**config.mk**
```make
export PLATFORM = sky130hd
export DESIGN_NAME = vblank_update_scheduler
export DESIGN_NICKNAME = d
export VERILOG_FILES = /design/src/rtl/vblank_update_scheduler.sv
export SDC_FILE = /design/constraint.sdc
export NUM_CORES = 1
export LEC_CHECK = 0
export ABC_AREA = 1
export CORE_MARGIN = 8
export CORE_UTILIZATION = 40
export DETAILED_ROUTE_END_ITERATION = 16
export PLACE_DENSITY = 0.7
export SYNTH_ARGS = -nofsm -noshare
export SYNTH_HDL_FRONTEND = slang
export SYNTH_SLANG_ARGS = --single-unit
```
**constraint.sdc**
```tcl
create_clock -name clk -period 3.45 [get_ports clk]
set_clock_uncertainty 0.2 [all_clocks]
set_input_delay 0.5175 -clock clk [delete_from_list [all_inputs] [get_ports clk]]
set_output_delay 0.5175 -clock clk [all_outputs]
set_load 0.01 [all_outputs]
```
**src/rtl/vblank_update_scheduler.sv**
```systemverilog
// vblank_update_scheduler: issues game updates at vblank,
// tracks completion, deadline overruns and skipped slots.
module vblank_update_scheduler #(
  parameter int X_ACTIVE  = 640,
  parameter int Y_ACTIVE  = 480,
  parameter int FRAME_DIV = 1,
  parameter int CNT_W     = 16
) (
  input  logic             clk,
  input  logic             rst_n,
  input  logic [9:0]       x_val,
  input  logic [9:0]       y_val,
  input  logic             game_enable,
  input  logic             update_done,
  input  logic             clear_overrun,
  output logic             video_on,
  output logic             frame_tick,
  output logic             update_start,
  output logic             updating,
  output logic             overrun,
  output logic [CNT_W-1:0] update_count,
  output logic [7:0]       overrun_count
);

  typedef enum logic {IDLE, BUSY} state_t;

  localparam logic [3:0] DIV_LAST = 4'(FRAME_DIV - 1);
  localparam logic [9:0] XA = 10'(X_ACTIVE);
  localparam logic [9:0] YA = 10'(Y_ACTIVE);

  state_t     state, state_n;
  logic [3:0] div;
  logic       late, late_n;
  logic       vb, dl, hit, slot;
  logic       start_n, done_ok, miss;

  assign vb   = (x_val == 10'd0) && (y_val == YA);
  assign dl   = (x_val == 10'd0) && (y_val == 10'd0);
  assign hit  = (div == DIV_LAST);
  assign slot = vb && hit && game_enable;

  assign updating = (state == BUSY);

  // Next state plus per-cycle start/complete/miss decisions
  always_comb begin
    state_n = state;
    late_n  = late;
    start_n = 1'b0;
    done_ok = 1'b0;
    miss    = 1'b0;
    unique case (state)
      IDLE: begin
        if (slot) begin
          state_n = BUSY;
          start_n = 1'b1;
          late_n  = 1'b0;
        end
      end
      BUSY: begin
        if (update_done) begin
          state_n = IDLE;
          done_ok = 1'b1;
        end else begin
          if (dl && !late) begin
            miss   = 1'b1;
            late_n = 1'b1;
          end
          if (slot) begin
            miss = 1'b1;
          end
        end
      end
      default: state_n = IDLE;
    endcase
  end

  // FSM state and late-update marker
  always_ff @(posedge clk or negedge rst_n) begin
    if (!rst_n) begin
      state <= IDLE;
      late  <= 1'b0;
    end else begin
      state <= state_n;
      late  <= late_n;
    end
  end

  // Frame divider: counts enabled vblanks, restarts when disabled
  always_ff @(posedge clk or negedge rst_n) begin
    if (!rst_n) begin
      div <= 4'd0;
    end else if (!game_enable) begin
      div <= 4'd0;
    end else if (vb) begin
      div <= hit ? 4'd0 : div + 4'd1;
    end
  end

  // Registered raster outputs and update strobe
  always_ff @(posedge clk or negedge rst_n) begin
    if (!rst_n) begin
      video_on     <= 1'b0;
      frame_tick   <= 1'b0;
      update_start <= 1'b0;
    end else begin
      video_on     <= (x_val < XA) && (y_val < YA);
      frame_tick   <= vb;
      update_start <= start_n;
    end
  end

  // Completion and overrun bookkeeping; a new miss beats a clear
  always_ff @(posedge clk or negedge rst_n) begin
    if (!rst_n) begin
      update_count  <= '0;
      overrun       <= 1'b0;
      overrun_count <= 8'd0;
    end else begin
      if (done_ok) begin
        update_count <= update_count + 1'b1;
      end
      if (miss) begin
        overrun <= 1'b1;
      end else if (clear_overrun) begin
        overrun <= 1'b0;
      end
      if (miss && overrun_count != 8'hFF) begin
        overrun_count <= overrun_count + 8'd1;
      end
    end
  end

endmodule

```
**Word level (Yosys, flattened, before mapping)**

Cells that the tools add are included.
W data, S select, Z words.

- Bits of input ports: 25
- Word-level logic and storage cells: 53
- Bits in registers: 34

- Muxes and demuxes: 19
- Reductions and logical operators: 13
- Add/subtract/negate cells: 3
- Magnitude comparators: 2
- Equality and inequality tests: 6
- Bitwise operators: 1

Operators by type and width:

| cell | count |
|---|---|
| $logic_not A10 Y1 | 2 |
| $add A16 B1 Y16 const B | 1 |
| $mux W1 | 14 |
| $mux W4 | 3 |
| $eq A10 B9 Y1 const B | 1 |
| $lt A10 B10 Y1 const B | 1 |
| $lt A10 B9 Y1 const B | 1 |
| $add A8 B1 Y8 const B | 1 |
| $ne A8 B8 Y1 const B | 1 |
| $logic_and A1 B1 Y1 | 7 |
| $add A4 B1 Y4 const B | 1 |
| $logic_not A4 Y1 | 1 |
| $ne A2 B1 Y1 const B | 2 |
| $ne A2 B2 Y1 const B | 2 |
| $pmux W1 S2 | 2 |
| $reduce_and A3 Y1 | 1 |
| $reduce_bool A2 Y1 | 1 |
| $logic_not A1 Y1 | 1 |
| $not A1 Y1 | 1 |

**Depth between registers and ports, before layout**

Gate-level depths: netlist of run 1.

- Depth in word-level cells: 8
- Mapped depth: 11
- Gate-level depth less buffers: 10

**Worst setup path before layout of run 1**

No wires, ideal clock.

- Path type: reg2reg
- Start point: register overrun_count[0]
- End point: register overrun_count[6]
- Data required time: 3,137 ps
- Setup slack: 1,721 ps
- Cell stages (with the launch flop): 10
- Buffers on the path: 1
- Arrival: 1,416 ps
- Clock period less this slack: 1,729 ps
- Cells stage by stage: dfrtp_1 -> ha_1 -> nand3_1 -> nor3_2 -> nand3_1 -> buf_2 -> nand3_1 -> nand2_1 -> nand2_1 -> inv_1

- Word-level cells in the longest chain between the ends: 2

RTL lines:

| what | line | RTL |
|---|---|---|
| start: declaration | 22 | `output logic [7:0] overrun_count` |
| start signal: assignment | 128 | `overrun_count <= overrun_count + 8'd1;` |
| parallel branches: the longest is 2 deep, another holds $add A8 B1 Y8 | -- |  |

Parallel ways; which one is timed is not known.
A chain may end at the register's enable or synchronous reset.

**Final worst setup path of run 1**

- Start point: input port x_val[9]
- End point: register overrun_count[0]

- Word-level cells in the longest chain between the ends: 8

RTL lines:

| what | line | RTL |
|---|---|---|
| start: declaration | 11 | `input logic [9:0] x_val,` |
| $logic_not A10 Y1 * | 37, 38 |  |
| $logic_and A1 B1 Y1, on equally long branches | 38, 37 |  |
| $logic_and A1 B1 Y1, on equally long branches | 64, 40 |  |
| $mux W1 or $logic_and A1 B1 Y1 (tied branches) | 64, 40 |  |
| $mux W1 * | 68 | `if (slot) begin` |
| $mux W1 * | 60 | `if (update_done) begin` |
| $mux W1 * | 51 | `unique case (state)` |
| $logic_and A1 B1 Y1 * | 127 | `if (miss && overrun_count != 8'hFF) begin` |

Every way passes the cells marked *; elsewhere a longest branch is shown, timed or not.

==> reports/results.tsv, run 1 <==
metric	value	unit
outcome	complete, no violations	
clock_path_buffers	2	
cp.required	3420	ps
grt_max_degree	35	
min_period_over_period	59.6	%
slew_viol_final	0	
power.share.combinational	8.2	%
min-delay-start	update_count[14]	
clock_latency	280	ps
ctsResizeCount	0	
finalSetupViolCount	0	
drt-vias-per-instance	4.72	
rows	24	
synth_seq_cells	34	
clkPwrFrac	42.7	%
routed_wl	3.92	mm
cp_top_family	simple AND/OR/NAND/NOR gates	
clock_sinks	34	
antennaDiodeCount	0	
seqPwrFrac	49.1	%
maxSlewHeadroom	66.8	%
p_int	0.000659	W
path_buf_inv	1	
worst_r2r_startpoint	overrun_count[0]	
synthToLayoutAreaGrowth	38.4	%
final_nets	292	
cts_setup_buffers	0	
cp_max_fo	12	
cts_tree	yes	
avgSynthCellArea	8.84	µm²
r2r-end	overrun_count[4]	
tns	0	ps
drc	0	
ir_worst_vdd	0.166	mV
initial_core_util	41.4	%
synth.yosys.warnings	0	
drv_cap	0	
min_path_type	register to register	
synth.distinct_cells	28	
tightest_slew	494	ps
p_leak	1.25	nW
finalNonFillerCells	316	
drtIter0Drc	53	
netlist_area	1800	µm²
rr_worst_depth	8	
dpl.cell_count	308	
p_sw	0.000171	W
vias	1491	
post-route-util	57.3	%
die_h	83.1	µm
root_buffer	clkbuf_8	
path_class	input pin to register	
hold_end	update_count[14]	
grt-ovfl-total	0	
switching_share	20.6	%
reg2reg_slack	1490	ps
cts_buffers	5	
grt_setup_unrepaired	no	
h-tree-depth	2	
portBuffers	53	
drtPass1Iterations	4	
grt_pass1_wl	6.87	mm
io_pins	54	
crit_path_end_kind	register	
syn_inst	204	
avgRoutedWirePerCell	12.4	µm
finalHoldViolations	0	
post-dp-hpwl	3.18	mm
hold_buffers	0	
cpMostUsedCell	nor2_1	
critPathMaxStageDelay	410	ps
start_kind	input pin	
ant_nets	0	
n_fill_cell	405	
drive_above_1_share	8.33	%
die_w	83.1	µm
crit_slowest_cell	clkdlybuf4s50_1	
grt_pass1_vias	1466	
antenna_found_initial	0	
gp_congestion	0.774	
coreArea	4350	µm²
critPathArrivalTime	2020	ps
whs_path_depth	1	
crit_chain	clkdlybuf4s50_1 > nor2_1 > nand3_1 > nor2_1 > nand4_1 > nand2_2 > nand2_1 > xnor2_1	
clk_pin_slew	70	ps
seq_area_frac_synth	47.2	%
grt_usage	12.0	%
power_density	332	nW/µm²
period_needed	2050	ps
die_area	6910	µm²
fmax	487	MHz
synth_fp_nets	233	
==> Yosys cell counts <==
| master | instances | area, µm² |
|---|---|---|
| a21oi_1 | 1 | 5.00 |
| and3_1 | 2 | 12.5 |
| and3b_1 | 1 | 8.76 |
| buf_2 | 1 | 5.00 |
| buf_6 | 1 | 11.3 |
| dfrtp_1 | 34 | 851 |
| ha_1 | 4 | 50.1 |
| inv_1 | 35 | 131 |
| mux2_2 | 1 | 11.3 |
| nand2_1 | 32 | 120 |
| nand2_2 | 4 | 25.0 |
| nand2_4 | 1 | 11.3 |
| nand3_1 | 20 | 100 |
| nand3b_1 | 1 | 7.51 |
| nand4_1 | 12 | 75.1 |
| nor2_1 | 17 | 63.8 |
| nor2_2 | 1 | 6.26 |
| nor2_4 | 2 | 22.5 |
| nor3_1 | 3 | 15.0 |
| nor3_2 | 3 | 30.0 |
| nor3_4 | 2 | 32.5 |
| nor4_1 | 1 | 6.26 |
| o211ai_1 | 1 | 7.51 |
| o21ai_0 | 6 | 30.0 |
| o31ai_1 | 1 | 7.51 |
| xnor2_1 | 4 | 35.0 |
| xnor2_2 | 1 | 16.3 |
| xor2_1 | 12 | 105 |
==> power by group through the flow <==
stage               Sequential [W]  Combinational, W  Clock, W
detailed placement        0.000415         0.0000703         0
global placement          0.000415         0.0000693         0
floorplan                 0.000417         0.0000165         0
CTS                       0.000408         0.0000704  0.000365
finish                    0.000408         0.0000683  0.000354
global route              0.000408         0.0000763  0.000388
==> state kept, by name, summed over array words and instances (netlist names) <==
name           flops
overrun_count      8
frame_tick         1
update_start       1
update_count      16
late               1
video_on           1
div                4
updating           1
overrun            1
==> worst max path at each step <==
stage                      from                to  slack (ps)  cells past startpoint
2_1_floorplan  overrun_count[0]  overrun_count[6]        1720                      9
3_3_place_gp        update_done  update_count[15]        1130                      9
3_5_place_dp           x_val[9]  overrun_count[0]        1080                      8
4_1_cts                x_val[9]  overrun_count[0]        1380                      8
5_1_grt             update_done   update_count[8]        1220                      5
6_report               x_val[9]  overrun_count[0]        1400                      8
==> logic make-up (layout without fill, tap and decap cells) <==
family,after synthesis,in the layout,share of synthesized area [%]
compound gates,9,9,2.78
xor+xnor,17,17,8.67
fa+ha+maj,4,4,2.78
buf+inv,37,97,8.19
flops,34,34,47.2
mux,1,1,0.625
simple gates,102,102,29.8
==> per-layer routing <==
metal | GRT usage, % | up-vias | share of wire, %
met5 | 0 | - | 0
met3 | 4.79 | 4 | 5.4
met4 | 3.35 | 0 | 0.87
met1 | 14.0 | 684 | 45
met2 | 19.8 | 30 | 49
li1 | - | 773 | -
==> per-stage QoR <==
stage	setup slack (ps)	total power, W	hold slack [ps]	instance area (µm²)
floorplan	1720	0.000434	21.9	1800
global placement	1130	0.000485	276	2390
detailed placement	1080	0.000485	282	2390
CTS	1380	0.000843	292	2500
global route	1220	0.000872	316	2500
finish	1400	0.000830	291	2500
==> cell usage in the layout, fill, tap and decap left out, drive strengths merged <==
| cell | instances |
|---|---|
| and3 | 2 |
| nand3b | 1 |
| o211ai | 1 |
| ha | 4 |
| nor4 | 1 |
| and3b | 1 |
| clkdlybuf4s50 | 53 |
| bufinv | 1 |
| o31ai | 1 |
| xnor2 | 5 |
| mux2 | 1 |
| nand2 | 37 |
| inv | 35 |
| nor2 | 20 |
| nor3 | 8 |
| nand4 | 12 |
| nand3 | 20 |
| a21oi | 1 |
| clkbuf | 7 |
| xor2 | 12 |
| dfrtp | 34 |
| buf | 1 |
| o21ai | 6 |
==> layout make-up <==
| cell class | count | area (µm²) | area share [%] |
|---|---|---|---|
| well taps | 52 | 65.1 | 2.61 |
| multi-input cells | 133 | 805 | 32.2 |
| repair buffers | 54 | 538 | 21.6 |
| flip-flops and latches | 34 | 851 | 34.1 |
| inverters | 35 | 131 | 5.26 |
| clock inverters | 1 | 30.0 | 1.20 |
| clock buffers | 7 | 76.3 | 3.06 |
Power figures use the tool's default switching activity.
==> run 2, diff against run 1 <==
PLACE_DENSITY = 0.72   (was 0.7)
clock period = 1.8 ns   (was 3.45 ns; I/O delays follow)
==> reports/results.tsv, run 2 (synthesized netlist as in run 1, its figures left out) <==
metric	value	unit
crit_slowest_cell	clkdlybuf4s50_1	
cp.required	1770	ps
drtIter0Drc	50	
coreArea	4350	µm²
portBuffers	53	
p_leak	1.44	nW
cts_tree	yes	
grt_pass1_wl	7.26	mm
worst_r2r_startpoint	div[1]	
clock_latency	270	ps
period_needed	1870	ps
grt_pass1_vias	1629	
violations	setup timing	
routed_wl	4.67	mm
clkPwrFrac	36.9	%
path_class	input pin to register	
power.share.combinational	10.0	%
path_buf_inv	2	
setup_ws	-66.6	ps
switching_share	21.6	%
critPathArrivalTime	1840	ps
reg2reg_slack	-20	ps
cp_num_cells	9	
drt-vias-per-instance	4.88	
r2r-end	overrun_count[6]	
critPathMaxStageDelay	420	ps
min_period_over_period	104	%
h-tree-depth	2	
dpl_cell_area	2530	µm²
gp_congestion	0.782	
power_density	521	nW/µm²
cpMostUsedCell	nand4_1	
crit_path_end_kind	register	
initial_core_util	41.4	%
grt_usage	12.4	%
drtPass1Iterations	4	
drv_cap	0	
outcome	finished with violations	
grt-ovfl-total	0	
cp_max_fo	6	
start_kind	input pin	
final_nets	321	
synthToLayoutAreaGrowth	56.9	%
drc	0	
fin_area	2830	µm²
clock_sinks	34	
die_area	6910	µm²
maxSlewHeadroom	71.9	%
crit_chain	clkdlybuf4s50_1 > nor2_1 > nand3_1 > nor2_4 > nand4_1 > nand2_2 > nand4_1 > nand2_1 > inv_1	
grt_setup_unrepaired	yes	
finalHoldViolations	0	
critPathCapture	overrun_count[6]	
ant_nets	0	
vias	1674	
startpoint	x_val[8]	
p_sw	0.000319	W
tightest_slew	418	ps
clock_path_buffers	2	
top_register	update_count	
grt_max_degree	35	
hold_buffers	0	
dpl.cell_count	325	
io_pins	54	
rr_worst_depth	9	
p_int	0.00115	W
post-dp-hpwl	3.25	mm
seqPwrFrac	53.1	%
reg.largest.list	update_count: 16 flops, overrun_count: 8 flops, div: 4 flops	
total_power	0.00147	W
drive_above_1_share	26.1	%
finalSetupViolCount	8	
avgRoutedWirePerCell	13.6	µm
place_ws	-302	ps
cts_buffers	5	
die_h	83.1	µm
fmax	536	MHz
final_common_cell	clkdlybuf4s50_1	
slew_viol_final	0	
mostFrequentLayoutCells	clkdlybuf4s50_1, inv_1, nand2_1, dfrtp_1, buf_4	
clk_pin_slew	60	ps
min_path_type	input pin to register	
n_fill_cell	363	
die_w	83.1	µm
largest_register_ffs	16	
rows	24	
antenna_found_initial	0	
ir_worst_vdd	0.468	mV
cp_top_family	simple AND/OR/NAND/NOR gates	
antennaDiodeCount	0	
whs	152	ps
finalNonFillerCells	343	
root_buffer	clkbuf_8	
[run 2: stage by stage]
step | utilization (%) | setup TNS (ps)
CTS | 60.1 | 0
global placement | 58.1 | -3800
global route | 65.0 | -969
detailed placement | 58.1 | -4980
finish | 65.0 | -298
floorplan | - | 0
[run 2: how the worst min path moves through the flow]
stage | startpoint | end | slack [ps] | depth (start not counted)
after floorplan | rst_n | div[0] | -230 | 0
after global placement | update_count[14] | update_count[14] | 270 | 1
after detailed placement | update_count[13] | update_count[13] | 290 | 1
after CTS | rst_n | update_count[4] | 170 | 2
after global routing | rst_n | update_count[15] | 180 | 2
final | update_done | updating | 150 | 2
[run 2: final cells by class]
class                           instances  area (µm²)  share of cell area, %
Inverter                               35         131                   4.64
Clock buffer                            6        82.6                   2.92
Multi-Input combinational cell        134         917                   32.4
Sequential cell                        34         857                   30.3
Timing Repair Buffer                   82         776                   27.4
Tap cell                               52        65.1                   2.30
[run 2: per-layer routing]
| layer | wire (µm) | GRT usage, % | vias to the layer above | part of all wire, % |
|---|---|---|---|---|
| met4 | 72 | 4.63 | 0 | 1.5 |
| met2 | 2390 | 20.5 | 47 | 51 |
| met1 | 1970 | 14.4 | 790 | 42 |
| li1 | - | - | 829 | - |
| met3 | 245 | 4.10 | 8 | 5.2 |
| met5 | 0 | 0 | - | 0 |
[run 2: power groups by stage]
stage	clock network, W	registers, W	logic (W)
6_report	0.000543	0.000782	0.000147
5_1_grt	0.000597	0.000783	0.000162
4_1_cts	0.000565	0.000782	0.000148
3_5_place_dp	0	0.000796	0.000147
3_3_place_gp	0	0.000796	0.000145
2_1_floorplan	0	0.000799	0.0000317
[run 2: repair_timing]
item                       CTS  global route
hold endpoints to repair     0             0
buffers inserted             0            10
setup endpoints to repair    1            23
gates resized for setup      1            36
pin swaps                    0            20
cloned                       0             2
==> run 3, diff against run 2 <==
PLACE_DENSITY = 0.7   (was 0.72)
clock period = 2.4 ns   (was 1.8 ns; I/O delays follow)
==> reports/results.tsv, run 3 (synthesized netlist as in run 1, its figures left out) <==
metric	value	unit
min_period_over_period	81.5	%
root_buffer	clkbuf_8	
gp_congestion	0.819	
grt_usage	12.0	%
seqCellArea	851	µm²
critPathMaxStageDelay	420	ps
place_ws	169	ps
post-dp-hpwl	3.18	mm
cts_setup_buffers	0	
mostFrequentLayoutCells	clkdlybuf4s50_1, inv_1, dfrtp_1	
final_common_cell	clkdlybuf4s50_1	
critPathArrivalTime	1940	ps
multi_input_area	805	µm²
clk_pin_slew	70	ps
cts_buffers	5	
synthToLayoutAreaGrowth	37.3	%
rows	24	
vias	1507	
dpl_cell_area	2400	µm²
start_kind	register	
reg.largest.list	update_count: 16 flops, overrun_count: 8 flops, div: 4 flops	
drt-vias-per-instance	4.77	
ant_nets	0	
final_nets	293	
crit_chain	ha_1 > nand3_1 > nor3_2 > nand3_1 > nand3_1 > nand2_1 > nand2_1 > inv_1	
coreArea	4350	µm²
clock_latency	280	ps
cp_max_fo	13	
die_h	83.1	µm
min_path_type	input pin to async pin	
grt_pass1_wl	6.79	mm
slew_viol_final	0	
cp.required	2380	ps
grt_pass1_vias	1455	
crit_path_end_kind	register	
grt_max_degree	35	
finalHoldViolations	0	
r2r-end	overrun_count[4]	
tightest_slew	428	ps
outcome	complete, no violations	
cpMostUsedCell	nand3_1	
top_register	update_count	
path_class	register to register	
grt-ovfl-total	0	
n_fill_cell	392	
initial_core_util	41.4	%
drtIter0Drc	62	
drv_cap	0	
routed_wl	4.00	mm
ir_worst_vdd	0.320	mV
h-tree-depth	2	
setup_ws	444	ps
drc	0	
io_pins	54	
power_density	438	nW/µm²
avgRoutedWirePerCell	12.6	µm
die_area	6910	µm²
fin_area	2480	µm²
fmax	511	MHz
cp_top_family	simple AND/OR/NAND/NOR gates	
clock_path_buffers	2	
antennaDiodeCount	0	
finalSetupViolCount	0	
finalNonFillerCells	316	
largest_register_ffs	16	
whs	275	ps
drive_above_1_share	9.09	%
ctsResizeCount	0	
period_needed	1960	ps
tns	0	ps
portBuffers	53	
maxSlewHeadroom	71.2	%
clock_sinks	34	
cts_tree	yes	
path_buf_inv	1	
reg2reg_slack	440	ps
antenna_found_initial	0	
grt_setup_unrepaired	no	
drtPass1Iterations	4	
crit_slowest_cell	dfrtp_1	
hold_buffers	0	
dpl.cell_count	309	
p_leak	1.25	nW
worst_r2r_startpoint	overrun_count[0]	
die_w	83.1	µm
rr_worst_depth	8	
## run 3: cell types whose count changed in the layout (fill, tap and decap cells not counted), sizes merged
| cell | change |
|---|---|
| clkinv | +2 |
| dlymetal6s2s | -4 |
| buf | -27 |
| clkbuf | -1 |
| nand2 | -1 |
| clkdlybuf4s50 | +4 |
## run 3: layout make-up
type,instances,share of cell area (%)
Clock buffer,5,2.78
Clock inverter,2,0.404
Inverter,35,5.31
Multi-Input combinational cell,133,32.5
Sequential cell,34,34.4
Tap cell,52,2.63
Timing Repair Buffer,55,22.0
## run 3: stage by stage
stage / util (%) / power [W]
after floorplan: - / 0.000623
after global placement: 55.1 / 0.000698
after detailed placement: 55.1 / 0.000698
after CTS: 56.9 / 0.00110
after global routing: 56.9 / 0.00114
final: 56.9 / 0.00108
## run 3: per-layer routing
| layer | global-route usage [%] | up-vias | share of wire [%] |
|---|---|---|---|
| li1 | - | 774 | - |
| met1 | 13.5 | 698 | 45 |
| met2 | 19.6 | 29 | 49 |
| met3 | 4.49 | 6 | 4.2 |
| met4 | 5.75 | 0 | 2.4 |
| met5 | 0 | - | 0 |
## run 3: where the power goes
part | total (W) | internal [W] | switching (W)
clock network | 0.000397 | 0.000195 | 0.000203
logic | 0.0000998 | 0.0000580 | 0.0000419
registers | 0.000586 | 0.000580 | 0.00000611
## run 3: worst max-delay path by stage
stage / from / to / slack (ps) / cells after the start
6_report: overrun_count[0] / overrun_count[4] / 440 / 8
3_5_place_dp: x_val[9] / overrun_count[0] / 170 / 8
5_1_grt: overrun_count[0] / overrun_count[4] / 170 / 8
4_1_cts: overrun_count[0] / overrun_count[4] / 440 / 8
3_3_place_gp: update_done / overrun_count[0] / 240 / 8
2_1_floorplan: overrun_count[0] / overrun_count[6] / 670 / 9
## run 3: worst register-to-register path, delay by kind of cell, from the launching register on
family                     cells  cell delay [ps]
adders and majority gates      1              210
buffers and inverters          1               40
DFF                            1              420
and+or+nand+nor                6              990
